### config.mk
export PLATFORM = sky130hd
export DESIGN_NAME = rf_write_checker_exp_fifo
export DESIGN_NICKNAME = d
export VERILOG_FILES = /design/src/rtl/rf_write_checker_exp_fifo.sv
export SDC_FILE = /design/constraint.sdc
export NUM_CORES = 1
export LEC_CHECK = 0
export CAP_MARGIN = 10
export CORE_MARGIN = 5
export CORE_UTILIZATION = 43
export DETAILED_ROUTE_END_ITERATION = 10
export PLACE_DENSITY = 0.67
export SETUP_SLACK_MARGIN = 0.15
export SLEW_MARGIN = 10
export SYNTH_ARGS = -nofsm -noshare
export SYNTH_HDL_FRONTEND = slang
export SYNTH_SLANG_ARGS = --single-unit
### constraint.sdc
create_clock -name clk_i -period 6.05 [get_ports clk_i]
set_input_delay 1.815 -clock clk_i [delete_from_list [all_inputs] [get_ports clk_i]]
set_output_delay 1.815 -clock clk_i [all_outputs]
set_load 0.02 [all_outputs]
### src/rtl/rf_write_checker_exp_fifo.sv
// Expectation queue: power-of-two deep synchronous FIFO with flush and first-word head output.
module rf_write_checker_exp_fifo #(
    parameter int unsigned Width = 37,
    parameter int unsigned Depth = 8
) (
    input  logic                       clk_i,
    input  logic                       rst_ni,
    input  logic                       flush_i,
    input  logic                       push_i,
    input  logic                       pop_i,
    input  logic [Width-1:0]           wdata_i,
    output logic                       full_o,
    output logic                       empty_o,
    output logic [$clog2(Depth+1)-1:0] count_o,
    output logic [Width-1:0]           head_o
);
    localparam int unsigned PtrW = $clog2(Depth);
    localparam int unsigned CntW = $clog2(Depth + 1);

    logic [Width-1:0] mem_q [Depth];
    logic [PtrW-1:0]  wr_ptr_q, wr_ptr_d;
    logic [PtrW-1:0]  rd_ptr_q, rd_ptr_d;
    logic [CntW-1:0]  count_q, count_d;
    logic             push_ok, pop_ok;

    assign full_o  = (count_q == CntW'(Depth));
    assign empty_o = (count_q == '0);
    assign count_o = count_q;
    assign head_o  = mem_q[rd_ptr_q];

    // Full pushes and empty pops are dropped; a flush overrides both.
    assign push_ok = push_i && !full_o && !flush_i;
    assign pop_ok  = pop_i && !empty_o && !flush_i;

    // Pointer and occupancy next-state; pointers wrap naturally modulo Depth.
    always_comb begin
        wr_ptr_d = wr_ptr_q;
        rd_ptr_d = rd_ptr_q;
        count_d  = count_q;
        if (flush_i) begin
            wr_ptr_d = '0;
            rd_ptr_d = '0;
            count_d  = '0;
        end else begin
            if (push_ok) wr_ptr_d = wr_ptr_q + PtrW'(1);
            if (pop_ok)  rd_ptr_d = rd_ptr_q + PtrW'(1);
            unique case ({push_ok, pop_ok})
                2'b10:   count_d = count_q + CntW'(1);
                2'b01:   count_d = count_q - CntW'(1);
                default: count_d = count_q;
            endcase
        end
    end

    // Pointer and occupancy registers.
    always_ff @(posedge clk_i or negedge rst_ni) begin
        if (!rst_ni) begin
            wr_ptr_q <= '0;
            rd_ptr_q <= '0;
            count_q  <= '0;
        end else begin
            wr_ptr_q <= wr_ptr_d;
            rd_ptr_q <= rd_ptr_d;
            count_q  <= count_d;
        end
    end

    // Storage; contents are only meaningful while counted, so no reset.
    always_ff @(posedge clk_i) begin
        if (push_ok) mem_q[wr_ptr_q] <= wdata_i;
    end

endmodule

* Word-level counts from Yosys, hierarchy flattened
Memory sizes are Yosys's and may differ from the RTL's.
Index checks and enable logic that the tools add are counted.
** Word-level totals
- Bits in registers :: 10
- RAM bits :: 296
- Input port bits :: 42
- Memories :: 1
** Operators by class
- Add/sub/neg operators :: 4
- Eq/ne operators :: 3
- Muxes and demuxes :: 8
- Reduce and logical (&&, ||, !) cells :: 11
** Memory list
- mem_q :: depth 8, bits a word 37, read ports 1, clocked after memory_dff 0, wr ports 1, line 20 : logic [Width-1:0] mem_q [Depth];
** Operators by type and width (count)
- $mux 3 :: 4
- $pmux 4 s2 :: 1
- $add 3x1->3 const B :: 2
- $add 4x1->4 const B :: 1
- $eq 4x4->1 const B :: 1
- $logic_and 1x1->1 :: 4
- $logic_not 4->1 :: 1
- $mux 4 :: 1
- $reduce_bool 2->1 :: 2
- $sub 4x1->4 const B :: 1
- $logic_not 1->1 :: 3
- $reduce_bool 3->1 :: 1
- $eq 2x1->1 const B :: 1
- $eq 2x2->1 const B :: 1
- $mux 1 :: 2

* Longest topological paths before layout
Gate-level depths: netlist of the first run.
- Depth in word-level cells :: 7
- Gate-level depth with buffers :: 10

* Worst setup path after synthesis of the first run
Ideal clock, no wire load.
- Kind :: input port to flip-flop
- From :: in push_i
- To :: mem mem_q[0][0], enable pin
- Data arrival time :: 5.140 ns
- Slack :: 0.432 ns
- Stages on the path :: 4
- Path buffers :: 1
- Path through :: clkbuf_1 nand2_1 or3_1 nor3_1
** On the way
- Longest elaborated chain between the ends :: 4
** RTL lines
- from (decl) :: line 9 : input logic push_i,
- $logic_and 1x1->1 (2 in a row) :: line 32 : assign push_ok = push_i && !full_o && !flush_i;
- $mux 1 :: line 70 : if (push_ok) mem_q[wr_ptr_q] <= wdata_i;
- $mux 1 (implied by the code) :: line 70
- to (decl) :: line 20
Every way passes these cells.

* Worst setup path after layout of the first run
- From :: reg rd_ptr_q[0]
- To :: out head_o[26]
** On the way
- Longest elaborated chain between the ends :: 1
** RTL lines
- from (decl) :: line 22 : logic [PtrW-1:0] rd_ptr_q, rd_ptr_d;
- from (signal assigned) :: line 63 : rd_ptr_q <= rd_ptr_d;
- $mem_v2 8x37
- to (decl) :: line 15 : output logic [Width-1:0] head_o
Every way passes these cells.

==> results of run 1 <==
==> cells in the final DEF (no fill, tap or decap), drive strengths merged, types with 2 or more instances in the layout <==
cell,instances
bufinv,4
xnor2,3
nand3,3
nor2,16
mux2i,4
mux4,74
edfxtp,296
dfrtp,10
nand2b,2
mux2,37
clkdlybuf4s50,84
nor4,2
clkinv,10
buf,11
nand2,3
clkbuf,40
a21oi,3
xor2,3
a211oi,3
ha,4
inv,3
nor3,3
==> through the flow <==
| stage | hold WS (ps) | area [um2] | setup WS, ps |
|---|---|---|---|
| floorplan | 546.2 | 11780 | 432.5 |
| global placement | 570.5 | 13110 | 1540 |
| detailed placement | 593.1 | 13110 | 1513 |
| CTS | 612.8 | 14130 | 931.8 |
| global route | 654.5 | 14130 | 813.3 |
| finish | 605.1 | 14130 | 1036 |
==> registers in the layout, indices dropped and copies added, names as in the netlist <==
signal and flops:
rd_ptr_q 3, mem_q 296, wr_ptr_q 3, count_o 4
==> power by group through the flow <==
stage	clock, mW	combinational [mW]	sequential, mW
after floorplan	0	0.741	2.51
after global placement	0	1.05	2.60
after detailed placement	0	1.06	2.61
after CTS	1.93	1.07	2.56
after global routing	2.03	1.12	2.58
final	1.88	1.05	2.56
==> cell type report <==
class | instances | area, um2 | area share
timing repair buffer | 95 | 935.9 | 0.06622
sequential | 306 | 9148 | 0.6473
clock inverter | 16 | 187.7 | 0.01328
tap | 341 | 426.7 | 0.03019
inverter | 2 | 7.507 | 0.0005312
clock buffer | 40 | 839.6 | 0.05941
multi-input combinational | 172 | 2587 | 0.1831
==> kinds of logic after synthesis <==
family / share of synthesized area
xor gates and xnor gates: 0.004461
adders and majority gates: 0.005947
buffers and inverters: 0.009450
DFF: 0.7756
AOI/OAI and AO/OA: 0.008496
muxes: 0.1802
and+or+nand+nor: 0.01582
==> worst max-delay path: stages, from the launching register on <==
cell	delay, ps
dfrtp_4	900
buf_4	390
mux4_2	540
mux2_2	280
clkdlybuf4s50_1	550
==> routing by layer <==
metal,global-route usage,up-vias,share of wire
met5,0,-,0.00095
li1,-,2335,-
met1,0.1893,2765,0.41
met4,0.03119,4,0.012
met3,0.04240,34,0.076
met2,0.2484,141,0.50
==> how the worst max path moves through the flow <==
| stage | endpoint | slack (ps) |
|---|---|---|
| floorplan | mem_q[0][0] | 430 |
| global placement | head_o[8] | 1540 |
| detailed placement | head_o[26] | 1510 |
| CTS | head_o[26] | 930 |
| global route | head_o[26] | 810 |
| finish | head_o[26] | 1040 |
==> reports/metrics.csv, run 1 <==
stage,metric,value,unit
final_layout,num_antenna_cells,0,
route,via_per_inst,5.431,
power_and_ir_drop,p_per_area,388.3,mW/mm2
die,io-pin-count,85,
worst_hold_path,hp-start,wr_ptr_q[0],
timing,achievable-frequency,0.1995,GHz
synthesis,async_flop_share,0.03268,
timing,slew_viol_final,0,
grt,grt_max_degree,77,
setup_path,r2r_slack,2950,ps
die,die_h,175.5,um
place,dp_hpwl,12090,um
synthesis,netlist.top_cell.by_area,edfxtp_1,
die,die-area,0.03081,mm2
setup_path,arrival,3200,ps
setup_path,endpoint_kind,output port,
clock_tree,htreeDepth,1,
timing,worst_pin_slew,1123,ps
clock_tree,cts_buffers,30,
clock_tree,clk_pin_slew,60,ps
timing,hold_viol,0,
status,outcome,finished clean,
place,placed_cells,916,
clock_tree,tritoncts,done,
power_and_ir_drop,power.internal,4.147,mW
synthesis,yosysWarnings,0,
grt,grt_util_all_layers,0.1460,
die,die-width,175.5,um
route,vias,5279,
power_and_ir_drop,ir_drop,295.0,uV
clock_tree,post-cts-setup-buffer-count,0,
timing,setup_viol,0,
route,drt_iter0_drc,377,
grt,grt_overflow,0,
power_and_ir_drop,total_power,5.488,mW
worst_hold_path,hp-class,reg2reg,
final_layout,final_cells,972,
synthesis,ys.flop_type,edfxtp_1,
clock_tree,ctsHoldBuffers,0,
grt,grt_antenna_before_repair,2,
timing,min_period,5014,ps
timing,rsz0062_at_grt,no,
synthesis,syn_inst,504,
grt,grt_first_pass_wirelength,34550,um
timing,maxSlewHeadroom,0.2514,
final_layout,fin_util,0.5244,
setup_path,crit_path_start_kind,flop,
power_and_ir_drop,comb_power_share,0.191,
route,routed_wirelength,22220,um
clock_tree,cts.path.max_buffers,3,
power_and_ir_drop,p_sw,1.341,mW
grt,grt_pass1_vias,5853,
synthesis,synth.most_common_cell,edfxtp_1,
final_layout,nets,654,
route,drt-wirelength-per-cell,22.86,um
setup_path,r2r-end,count_o[3],
power_and_ir_drop,p_leak,4.421,nW
die,rows,60,
final_layout,fillers,2013,
die,core-area,0.02695,mm2
synthesis,yosysTopAreaCellShare,0.7544,
synthesis,avgSynthCellArea,23.38,um2
setup_path,rr_worst_depth,8,
synthesis,synth-edff-count,296,
setup_path,crit_start,rd_ptr_q[0],
synthesis,synth_common_cells,"296 x edfxtp_1, 74 x mux4_2, 37 x mux2_2",
timing,setup-tns-final,0,ps
clock_tree,cts_resized,0,
timing,skew,13.80,ps
flow_run,maxCapViolations,0,
power_and_ir_drop,power.share.switching,0.2444,
power_and_ir_drop,seq_power_share,0.466,
setup_path,regToRegStartpoint,count_o[1],
synthesis,ys_ff_latch,306,
synthesis,ys_top_cells_by_area,"edfxtp_1 75%, mux4_2 14%, mux2_2 3.5%, dfrtp_1 2.1%, nor2_1 0.51%",
clock_tree,root_buffer,clkbuf_16,
worst_hold_path,min_to,wr_ptr_q[0],
setup_path,path_class,reg2out,
synthesis,syn-num-nets,551,
setup_path,worstPathRequired,4240,ps
synthesis,netlist_area,0.01178,mm2
synthesis,synth.yosys.seq_area_share,0.7756,
clock_tree,clock_latency,540,ps
power_and_ir_drop,power_frac_clock,0.343,
route,postRouteAntennaNets,0,
worst_hold_path,hold_depth,2,
route,drt_first_pass_iters,5,
place,portBuffers,84,
route,drc,0,
clock_tree,cts.sinks,306,
final_layout,drive_gt1_frac,0.2932,
die,start_util,0.4372,
timing,layout_worst_path_cycle_share,0.8287,
setup_path,critical_path.max_fanout,36,
synthesis,synthDistinctLibCells,35,
place,gp_congestion,0.6857,
final_layout,area_growth,19.94,%
(Power assumes the default switching activity.)
==> run 2, diff against run 1 <==
clock period = 5.1 ns   (was 6.05 ns; I/O delays follow)
==> reports/metrics.csv, run 2 (synthesized netlist as in run 1, its figures left out) <==
stage,metric,value,unit,change
place,dp_hpwl,13170,um,+8.9%
clock_tree,cts_buffers,30,,unchanged
timing,fin_ws,583.6,ps,-452.7 ps
grt,grt_max_degree,60,,-22%
die,start_util,0.4372,,unchanged
setup_path,cpLargestDelayFamily,buffers and inverters,,
setup_path,critical_path.max_fanout,31,,-14%
grt,use_met1,0.2060,,+0.01671
die,die-area,0.03081,mm2,unchanged
clock_tree,cts.path.max_buffers,3,,unchanged
timing,min_period,4516,ps,
route,vias,5330,,+0.97%
setup_path,crit_path_start_kind,flop,,
final_layout,multi_input_area,0.002600,mm2,+0.48%
final_layout,num_antenna_cells,0,,unchanged
die,die_h,175.5,um,unchanged
grt,use_met3,0.02755,,-0.01485
route,via_per_inst,5.450,,+0.35%
final_layout,regArea,0.009148,mm2,unchanged
flow_run,maxCapViolations,0,,unchanged
setup_path,crit_slowest_cell,dfrtp_4,,
grt,grt_pass1_vias,5856,,+0.051%
timing,maxSlewHeadroom,0.2688,,+0.01743
die,core-area,0.02695,mm2,unchanged
clock_tree,clock_latency,530,ps,about the same
timing,skew,11.11,ps,-2.685 ps
setup_path,critPathBufInv,2,,unchanged
final_layout,largest_reg_flops,296,,unchanged
die,rows,60,,unchanged
final_layout,regMostFlops,mem_q,,
clock_tree,root_buffer,clkbuf_16,,
setup_path,path_class,reg2out,,
grt,grt_util_all_layers,0.1467,,+0.0006694
place,gp_congestion,0.7048,,+2.8%
grt,grt_antenna_before_repair,1,,-1
final_layout,final_common_cell,edfxtp_1,,
setup_path,arrival,2990,ps,-210 ps
clock_tree,cts.sinks,306,,unchanged
route,drt_iter0_drc,395,,+4.8%
clock_tree,cts_resized,0,,unchanged
clock_tree,htreeDepth,1,,unchanged
die,die-width,175.5,um,unchanged
final_layout,area_growth,20.39,%,
power_and_ir_drop,ir_drop,291.2,uV,-1.3%
clock_tree,ctsHoldBuffers,0,,unchanged
setup_path,endpoint_kind,output port,,
grt,grt_overflow,0,,unchanged
final_layout,drive_gt1_frac,0.2936,,+0.0003782
grt,grt_first_pass_wirelength,35070,um,+1.5%
route,postRouteAntennaNets,0,,unchanged
timing,slew_viol_final,0,,unchanged
timing,setup_viol,0,,unchanged
timing,hold_viol,0,,unchanged
timing,rsz0062_at_grt,no,,
power_and_ir_drop,p_leak,4.430,nW,+0.20%
setup_path,crit_start,rd_ptr_q[0],,
setup_path,regToRegStartpoint,count_o[1],,
worst_hold_path,hp-start,wr_ptr_q[0],,
timing,layout_worst_path_cycle_share,0.8856,,
grt,grt_busiest_layer,met2,,
timing,setup-tns-final,0,ps,unchanged
setup_path,worstPathRequired,3570,ps,-670 ps
setup_path,path_cells,buf_12 -> mux4_2 -> mux2_2 -> clkdlybuf4s50_1,,
grt,grtUsageMet2,0.2445,,-0.003877
place,portBuffers,84,,unchanged
status,outcome,finished clean,,
clock_tree,clk_pin_slew,60,ps,about the same
final_layout,fillers,2026,,+0.65%
route,routed_wirelength,22340,um,+0.51%
worst_hold_path,hp-class,reg2reg,,
clock_tree,tritoncts,done,,
place,pre_cts_ws,870.1,ps,-642.6 ps
route,drc,0,,unchanged
timing,achievable-frequency,0.2214,GHz,
final_layout,mostFrequentLayoutCells,"296 x edfxtp_1, 84 x clkdlybuf4s50_1, 74 x mux4_2, 37 x mux2_2, 31 x clkbuf_16",,
timing,worst_pin_slew,1097,ps,-26.15 ps
power_and_ir_drop,p_per_area,456.1,mW/mm2,+17%
timing,fin_hold_ws,636.9,ps,+31.79 ps
die,io-pin-count,85,,unchanged
route,drt-wirelength-per-cell,22.84,um,-0.11%
final_layout,nets,660,,+0.92%
route,drt_first_pass_iters,4,,-1
clock_tree,post-cts-setup-buffer-count,0,,unchanged
setup_path,slowest_delay,730,ps,-170 ps
==> run 2: cell types whose count changed in the layout (fill, tap and decap cells not counted) <==
cell,change
clkinv_4,-1
clkinv_1,+3
nor3_4,+2
buf_4,+3
buf_12,+3
clkbuf_1,+1
bufinv_16,-1
clkbuf_8,-1
nor3_2,-2
clkinv_2,-1
==> run 2: worst paths after layout <==
| path | to | slack, ps | depth (start not counted) |
|---|---|---|---|
| min reg2reg | wr_ptr_q[0] | 640 | 2 |
| max reg2reg | count_o[3] | 2030 | 8 |
| min | wr_ptr_q[0] | 640 | 2 |
| min in group asynchronous | count_o[2] | 1330 | 1 |
| max in group asynchronous | rd_ptr_q[0] | 3380 | 1 |
| max | head_o[23] | 580 | 4 |
==> run 2: per-layer routing <==
metal	up-vias	share of wire
met2	119	0.50
li1	2348	-
met4	2	0.014
met5	-	0.00045
met3	27	0.056
met1	2834	0.43
==> run 2: worst reg2reg max path, stage by stage, from the launching register on <==
cell       delay (ps)
dfrtp_1           510
or4b_1            730
a21oi_2           240
nor2b_1           290
ha_1              290
a21o_1            200
a2111oi_0         440
mux2i_1           120
or3b_1            180
==> run 2: through the flow <==
stage,area (um2),power [mW],cells,utilization
6_report,14180,6.469,978,0.5263
3_3_place_gp,13200,4.358,922,0.4898
4_1_cts,14180,6.554,978,0.5263
5_1_grt,14180,6.753,978,0.5263
2_1_floorplan,11790,3.856,504,-
3_5_place_dp,13200,4.386,922,0.4898
==> run 2: area by class of cell <==
| type | instances | share of cell area |
|---|---|---|
| clock buffers | 40 | 0.05848 |
| clock inverters | 16 | 0.01094 |
| inverters | 2 | 0.0005292 |
| multi-input cells | 172 | 0.1833 |
| flip-flops and latches | 306 | 0.6449 |
| well taps | 341 | 0.03008 |
| repair buffers | 101 | 0.07180 |
==> run 2: power by group <==
| group | total, mW | switching (mW) | internal, mW |
|---|---|---|---|
| logic | 1.33 | 0.619 | 0.714 |
| registers | 2.97 | 0.114 | 2.86 |
| clock network | 2.16 | 0.871 | 1.29 |
| total | 6.47 | 1.60 | 4.86 |
